[src/rtl/sevenseg_pkg.sv]
// Shared constants for the seven-segment capture block: active-low hex glyphs
// (bit7 dp, bits 6..0 g..a), the blank pattern and the capture FSM states.
package sevenseg_pkg;

  localparam logic [7:0] SEG_BLANK = 8'hFF;

  // Index is the nibble value; dp bit is held off (1) in every glyph.
  localparam logic [7:0] GLYPHS [16] = '{
    8'hC0, 8'hF9, 8'hA4, 8'hB0, 8'h99, 8'h92, 8'h82, 8'hF8,
    8'h80, 8'h90, 8'h88, 8'h83, 8'hC6, 8'hA1, 8'h86, 8'h8E
  };

  typedef enum logic [1:0] {
    ST_IDLE    = 2'd0,
    ST_COLLECT = 2'd1,
    ST_PUBLISH = 2'd2
  } state_t;

endpackage

[src/rtl/sevenseg_pattern_match.sv]
// Combinational inverse map from a 7-bit active-low segment pattern to a hex
// nibble; o_hit is low when the pattern is not one of the 16 glyphs.
module sevenseg_pattern_match
  import sevenseg_pkg::*;
(
  input  logic [6:0] i_pattern,
  output logic [3:0] o_nibble,
  output logic       o_hit
);

  always_comb begin
    o_nibble = 4'h0;
    o_hit    = 1'b0;
    for (int i = 0; i < 16; i++) begin
      if (i_pattern == GLYPHS[i][6:0]) begin
        o_nibble = 4'(i);
        o_hit    = 1'b1;
      end
    end
  end

endmodule

[src/rtl/sevenseg_capture.sv]
// Observes a multiplexed seven-segment bus and publishes a decoded frame once
// every digit has been seen stable. Macro SEVENSEG_CAPTURE_DP_EN enables dp capture.
module sevenseg_capture
  import sevenseg_pkg::*;
#(
  parameter int DIGITS        = 4,
  parameter int STABLE_CYCLES = 8
) (
  input  logic                  clk,
  input  logic                  rst,
  input  logic [7:0]            seg_in,
  input  logic [DIGITS-1:0]     an_in,
  output logic [4*DIGITS-1:0]   value_out,
  output logic [DIGITS-1:0]     dp_out,
  output logic [DIGITS-1:0]     err_out,
  output logic                  frame_valid,
  output logic [1:0]            dbg_state
);

`ifdef SEVENSEG_CAPTURE_DP_EN
  localparam int SEG_W = 8;
`else
  localparam int SEG_W = 7;
`endif
  localparam logic [SEG_W-1:0]  SEG_IDLE = SEG_BLANK[SEG_W-1:0];
  localparam logic [7:0]        CNT_MAX  = 8'(STABLE_CYCLES);
  localparam logic [7:0]        CNT_LAST = 8'(STABLE_CYCLES - 1);
  localparam logic [DIGITS-1:0] ALL_SEEN = '1;

  logic [SEG_W-1:0]    r_seg_s1, r_seg_s2, r_prev_seg;
  logic [DIGITS-1:0]   r_an_s1, r_an_s2, r_prev_an;
  logic [7:0]          r_cnt;
  logic [DIGITS-1:0]   r_seen;
  logic [4*DIGITS-1:0] r_sh_val, r_value;
  logic [DIGITS-1:0]   r_sh_err, r_err;
  logic                r_fv;
  state_t              r_state;

  logic                w_same, w_capture, w_full, w_hit;
  logic [3:0]          w_nib;
  logic [DIGITS-1:0]   w_cap_mask, w_seen_n, w_sh_err_n;
  logic [4*DIGITS-1:0] w_sh_val_n;

`ifdef SEVENSEG_CAPTURE_DP_EN
  logic [DIGITS-1:0]   r_sh_dp, r_dp, w_sh_dp_n;
  assign dp_out = r_dp;
`else
  // dp is deliberately dropped before the synchroniser.
  logic w_unused_dp;
  assign w_unused_dp = seg_in[7];
  assign dp_out      = '0;
`endif

  sevenseg_pattern_match u_match (
    .i_pattern (r_seg_s2[6:0]),
    .o_nibble  (w_nib),
    .o_hit     (w_hit)
  );

  always_comb begin
    w_same     = (r_seg_s2 == r_prev_seg) && (r_an_s2 == r_prev_an) && $onehot(~r_an_s2);
    w_capture  = w_same && (r_cnt == CNT_LAST);
    w_cap_mask = w_capture ? ~r_an_s2 : '0;
    w_sh_val_n = r_sh_val;
    w_sh_err_n = r_sh_err;
`ifdef SEVENSEG_CAPTURE_DP_EN
    w_sh_dp_n  = r_sh_dp;
`endif
    for (int i = 0; i < DIGITS; i++) begin
      if (w_cap_mask[i]) begin
        w_sh_val_n[4*i +: 4] = w_hit ? w_nib : 4'h0;
        w_sh_err_n[i]        = ~w_hit;
`ifdef SEVENSEG_CAPTURE_DP_EN
        w_sh_dp_n[i]         = ~r_seg_s2[7];
`endif
      end
    end
    w_seen_n = r_seen | w_cap_mask;
    w_full   = (w_seen_n == ALL_SEEN);
  end

  // frame_valid is a bare one-cycle strobe (no ready): outputs change in the
  // same cycle it is high and hold until the next strobe.
  always_ff @(posedge clk) begin
    if (rst) begin
      r_seg_s1   <= SEG_IDLE;
      r_seg_s2   <= SEG_IDLE;
      r_prev_seg <= SEG_IDLE;
      r_an_s1    <= '1;
      r_an_s2    <= '1;
      r_prev_an  <= '1;
      r_cnt      <= '0;
      r_seen     <= '0;
      r_sh_val   <= '0;
      r_sh_err   <= '0;
      r_value    <= '0;
      r_err      <= '0;
      r_fv       <= 1'b0;
      r_state    <= ST_IDLE;
`ifdef SEVENSEG_CAPTURE_DP_EN
      r_sh_dp    <= '0;
      r_dp       <= '0;
`endif
    end else begin
      r_seg_s1   <= seg_in[SEG_W-1:0];
      r_seg_s2   <= r_seg_s1;
      r_an_s1    <= an_in;
      r_an_s2    <= r_an_s1;
      r_prev_seg <= r_seg_s2;
      r_prev_an  <= r_an_s2;
      if (!w_same)
        r_cnt <= '0;
      else if (r_cnt != CNT_MAX)
        r_cnt <= r_cnt + 8'd1;
      r_sh_val <= w_sh_val_n;
      r_sh_err <= w_sh_err_n;
`ifdef SEVENSEG_CAPTURE_DP_EN
      r_sh_dp  <= w_sh_dp_n;
`endif
      r_fv <= 1'b0;
      case (r_state)
        ST_IDLE, ST_COLLECT: begin
          if (w_full) begin
            // Publish includes the completing capture made on this same edge.
            r_state <= ST_PUBLISH;
            r_value <= w_sh_val_n;
            r_err   <= w_sh_err_n;
`ifdef SEVENSEG_CAPTURE_DP_EN
            r_dp    <= w_sh_dp_n;
`endif
            r_fv    <= 1'b1;
            r_seen  <= '0;
          end else begin
            r_seen <= w_seen_n;
            if (w_capture) r_state <= ST_COLLECT;
          end
        end
        ST_PUBLISH: begin
          r_seen  <= w_cap_mask;
          r_state <= ST_COLLECT;
        end
        default: r_state <= ST_IDLE;
      endcase
    end
  end

  assign value_out   = r_value;
  assign err_out     = r_err;
  assign frame_valid = r_fv;
  assign dbg_state   = r_state;

endmodule

[config.mk]
export PLATFORM = sky130hd
export DESIGN_NAME = sevenseg_capture
export DESIGN_NICKNAME = d
export VERILOG_FILES = /design/src/rtl/sevenseg_pkg.sv /design/src/rtl/sevenseg_pattern_match.sv /design/src/rtl/sevenseg_capture.sv
export SDC_FILE = /design/constraint.sdc
export NUM_CORES = 1
export LEC_CHECK = 0
export ABC_AREA = 1
export ABC_CLOCK_PERIOD_IN_PS = 8700
export BUFFER_PORTS_ARGS = -buffer_cell sky130_fd_sc_hd__buf_2
export CAP_MARGIN = 20
export CORE_MARGIN = 4
export CORE_UTILIZATION = 50
export DETAILED_ROUTE_END_ITERATION = 8
export GPL_TIMING_DRIVEN = 1
export PLACE_DENSITY = 0.73
export SLEW_MARGIN = 25
export SYNTH_ARGS = -nofsm -noshare
export SYNTH_HDL_FRONTEND = slang
export SYNTH_SLANG_ARGS = --single-unit
export TNS_END_PERCENT = 10
[constraint.sdc]
create_clock -name clk -period 8.7 [get_ports clk]
set_input_delay 2.175 -clock clk [delete_from_list [all_inputs] [get_ports clk]]
set_output_delay 2.175 -clock clk [all_outputs]
set_load 0.02 [all_outputs]
; ---- Yosys cells after proc, flatten, opt, wreduce, memory -nomap -nowiden
; Index checks and enable logic that the tools add are counted.
[classes]
n_eq_ne = 24
bitwise_logic = 5
n_reduce_logical = 10
n_addsub = 4
n_mux = 47
[op_table]
columns = operator, count
row1 = $mux W4, 15
row2 = $eq A7 B7 Y1 const B, 4
row3 = $mux W1, 22
row4 = $eq A7 B5 Y1 const B, 3
row5 = $eq A7 B6 Y1 const B, 3
row6 = $eq A7 B2 Y1 const B, 2
row7 = $eq A7 B4 Y1 const B, 2
row8 = $mux W3, 4
row9 = $add A8 B1 Y8 const B, 1
row10 = $eq A8 B3 Y1 const B, 1
row11 = $mux W2, 4
row12 = $ne A8 B4 Y1 const B, 1
row13 = $pmux W4 S2, 1
row14 = $eq A7 B3 Y1 const B, 1
row15 = $eq A7 B7 Y1, 1
row16 = $logic_not A7 Y1, 1
row17 = $reduce_or A2 Y1, 3
row18 = $add A1 B1 Y2, 2
row19 = $eq A4 B4 Y1, 1
row20 = $eq A4 B4 Y1 const B, 1
row21 = $not A4 Y4, 1
row22 = $or A4 B4 Y4, 1
row23 = $pmux W2 S2, 1
row24 = $add A2 B2 Y3, 1
row25 = 9 further kinds, 13
[totals]
ff_bits = 88
input_bits = 14

; ---- Longest topological paths before layout
[depth]
word_depth = 19
depth_mapped = 18
ltp_nobuf = 17

; ---- Modules after synthesis
; Synthesis repeated with hierarchy kept, for this count alone.
[hier_totals]
cells_unflattened = 537
area_unflattened_um2 = 3927.5
[modules_own_cells]
columns = module, cells_per_inst, area_each_um2, seq_area_each_um2, n_inst
row1 = sevenseg_capture, 481, 3658.5, 1761.7, 1
row2 = sevenseg_pattern_match, 56, 269.0, 0.0, 1

; ---- Least setup slack after synthesis
; OpenSTA, ideal clock, no wires.
[synth_timing]
kind = in2reg
from = input port rst
to = register r_an_s2[0]
setup_ns = 0.123
arrival_time_ns = 2.764
t_required_ns = 8.577
path_stages = 3
path_slack_ns = 5.813
cell_sequence = clkbuf_1 > clkbuf_1 > or2_2
[synth_rtl]
columns = element, line_no
row1 = from (decl), sevenseg_capture.sv:10  ; input logic rst,
row2 = to (signal assigned), sevenseg_capture.sv:108  ; r_an_s2 <= r_an_s1;
row3 = to (decl), sevenseg_capture.sv:31  ; logic [DIGITS-1:0] r_an_s1, r_an_s2, r_prev_an;
; No word-level cell between the ends.

; ---- Final worst setup path
[layout_timing]
from = register r_an_s2[0]
to = register r_value[4] (netlist: value_out[4])
[layout_between]
elab_chain_len = 10
[layout_rtl]
columns = element, line_no
row1 = $not A4 Y4, "sevenseg_capture.sv:61, sevenseg_capture.sv:63"
row2 = $add A1 B1 Y2 (implied by the code), sevenseg_capture.sv:61  ; w_same = (r_seg_s2 == r_prev_seg) && (r_an_s2 == r_prev_an) && $onehot(~r_an_s2);
row3 = $add A2 B2 Y3 (implied by the code), sevenseg_capture.sv:61
row4 = $eq A3 B1 Y1, sevenseg_capture.sv:61
row5 = $logic_and A1 B1 Y1, sevenseg_capture.sv:61
row6 = $logic_and A1 B1 Y1, sevenseg_capture.sv:62  ; w_capture = w_same && (r_cnt == CNT_LAST);
row7 = $mux W4 *, sevenseg_capture.sv:63  ; w_cap_mask = w_capture ? ~r_an_s2 : '0;
row8 = $or A4 B4 Y4, sevenseg_capture.sv:78  ; w_seen_n = r_seen | w_cap_mask;
row9 = $eq A4 B4 Y1, sevenseg_capture.sv:79  ; w_full = (w_seen_n == ALL_SEEN);
row10 = $reduce_and A2 Y1 (no source line), --
row11 = to (signal assigned), sevenseg_capture.sv:126  ; r_value <= w_sh_val_n;
row12 = to (decl), sevenseg_capture.sv:34  ; logic [4*DIGITS-1:0] r_sh_val, r_value;
; Mark *: on every way between the ends. The rest lies on a longest branch, timed or not.
; A chain may end at the register's enable or synchronous reset.

==> reports/results.ini <==
[logic_synthesis]
synth-compound-area-share_pct=5.167
synth-xor-area-share_pct=1.573
yosysMostFrequentCell=nand2_1
ys_ff_latch=88
synth_cells=549
synth.avg_cell_area_sq_um=7.102
ys_async_sr_fraction_pct=0
synth.area.mux_share_pct=0
yosys_most_used_dff=dfxtp_1
synth-simple-area-share_pct=37.48
synth_cell_types=35
synth_common_cells=nand2_1 (141), nor2_1 (97), dfxtp_1 (88)
synth_edf_count=0
synth.area.top_cells=dfxtp_1 (45%), nand2_1 (14%), nor2_1 (9.3%), inv_1 (5.5%), or2_2 (4.0%)
yosysTopAreaCell=dfxtp_1
yosysWarningCount=0
synth_seq_area_share_pct=45.19
synth_top_area_share_pct=45.19
synth_area_sq_um=3899
synthAdderAreaFrac_pct=1.797
synth_top_family_by_area=simple AND/OR/NAND/NOR gates

[setup_path]
cpMaxStageDelayCell=fa_1
cp_common_cell=nor2_1
path_cells=fa_1 > inv_1 > ha_1 > ha_1 > nor2_1 > nand2_1 > nor2_1 > nand2_1 > nor2_4 > nand4_2 > nand2_2 > nand2_4 > nor2_8 > nand2_4 > nor2_1 > nor2_1
crit_type=reg2reg
max_stage_delay_ns=0.55
worstSetupStartpointType=flop
cp_data_arrival_time_ns=3.56
cp_max_fo=25
required_ns=8.95
cp-end-kind=flop

[placement]
postPlaceCellArea_sq_um=4110
gp_congestion=0.9062
port_buffers=35
preCtsSetupSlack_ns=4.671
hpwlAfterDp_mm=5.578

[final_layout]
drive_gt1_share_pct=17.44
multi_input_area_sq_um=1809
design_area_sq_um=4310
fillerInstances=716
fin_nets=599
antenna_cells=0
syn2layout_area_growth_pct=10.56
regArea_sq_um=1762

[clocking]
clock_latency_ns=0.35
ctsResizeCount=0
post_cts.repair.setup_buffers=0
cts_hold_buffers=0
clkTransAtPathRegs_ns=0.09
clockBufferDepth=2
cts.htree.levels=3
clock-root-buffer=clkbuf_8
clock-sinks=88
cts_tree=done
numCtsBuffers=9

[global_route]
grt_pass1_wl_mm=13.58
antenna_found_initial=0
gr-total-overflow=0
grt_max_degree=49
grtUsageTotal_pct=18.61
grt_pass1_vias=3156

[pwr]
p_leak_nw=2.214
powerDensity_nw_per_um2=170.3
vdd_ir_drop_max_mv=0.1104
p_total_w=0.0007339

[timing]
finalHoldViolations=0
slew_headroom_pct=48.14
worstMarginPinSlew_ns=0.7779
skew_ns=0.01099
setup_slack_ns=5.384
setup-tns-final_ns=0
rsz0062_at_grt=no
timing.final.crit_period_ns=3.316
setup_viol=0
fin_crit_sh_pct=38.11
clock.fmax_mhz=301.6
slew_viol_final=0

[hold_path]
hold_class=reg2reg

[route]
vias=3314
vias_per_cell=4.845
drt-pass1-iter-count=4
ant_nets=0
drc=0
wl_per_cell_um=11.24
wl_mm=7.687
drt-initial-drc-count=151

[floorplan]
die_w_um=96.31
die_h_um=96.31
io_pins=41
initial_core_util_pct=52.63
core_area_sq_um=7408
rows=31
die-area_sq_um=9275

[flow_run]
cap_violations=0

[run_status]
outcome=finished, final reports clean

final timing paths:
kind	from	slack, ns	endpoint	depth (start not counted)
hold / removal	r_seg_s1[5]	0.41	r_seg_s2[5]	1
setup / recovery	r_an_s2[0]	5.38	value_out[4]	16
hold reg to reg	r_seg_s1[5]	0.41	r_seg_s2[5]	1
setup reg to reg	r_an_s2[0]	5.38	value_out[4]	16
kinds of logic after synthesis:
logic type | after synthesis
DFF | 88
xor gates and xnor gates | 7
AOI/OAI and AO/OA | 39
buffers and inverters | 82
and+or+nand+nor | 327
adders and majority gates | 5
other | 1
routing by layer:
layer	vias to the layer above	GRT usage (%)	share of wire, %
met5	-	0	0
met4	0	7.126	1.8
met3	14	4.066	4.3
met2	68	29.56	43
met1	1495	24.67	51
li1	1737	-	-
flip-flops by register name (all words and copies together) (netlist names), 2 cells and up:
name and count:
r_sh_val 16, value_out 16, r_cnt 8, r_prev_seg 7
r_seg_s1 7, r_seg_s2 7, err_out 4, r_an_s1 4
r_an_s2 4, r_prev_an 4, r_seen 4, r_sh_err 4
dbg_state 2
cell type report:
cell class	instances	area share, %
multi-input combinational	382	41.97
sequential	88	40.87
inverter	64	5.573
timing repair buffer	35	4.064
clock buffer	9	2.874
tap	99	2.874
clock inverter	7	1.771
worst max-delay path: cells and delay by family, from the launching register on:
family                   cells  cell delay [ns]
adder cells (fa/ha/maj)      3             0.99
buffers and inverters        1             0.04
flip-flops                   1             0.38
AND/OR/NAND/NOR             12             1.79
stage by stage:
| stage | utilization (%) | cells | hold WS (ns) |
|---|---|---|---|
| CTS | 58.18 | 684 | 0.4141 |
| finish | 58.18 | 684 | 0.4067 |
| global route | 58.18 | 684 | 0.4277 |
| floorplan | - | 552 | 0.3895 |
| global placement | 55.48 | 668 | 0.3947 |
| detailed placement | 55.48 | 668 | 0.3939 |
placed cells by master (no fill, tap or decap), drive strengths merged, types with 3 or more instances in the layout:
master  netlist  layout
clkbuf        7       9
a21oi        19      19
nand4         9       9
dfxtp        88      88
nand3        20      20
o21ai        16      16
nand2       154     154
conb          1       4
xor2          3       3
inv          63      66
nor2        100     100
ha            4       4
buf          11      35
xnor2         4       4
or2          25      25
o22ai         3       3
and2          4       4
nor3         11      11
report_power, final:
part           internal [W]  switching, W  leakage [nW]
Combinational     0.0000131     0.0000243          1.40
Sequential         0.000409    0.00000451         0.715
Clock              0.000135      0.000148        0.0966
Total              0.000557      0.000177          2.21
Power figures use the tool's default switching activity.
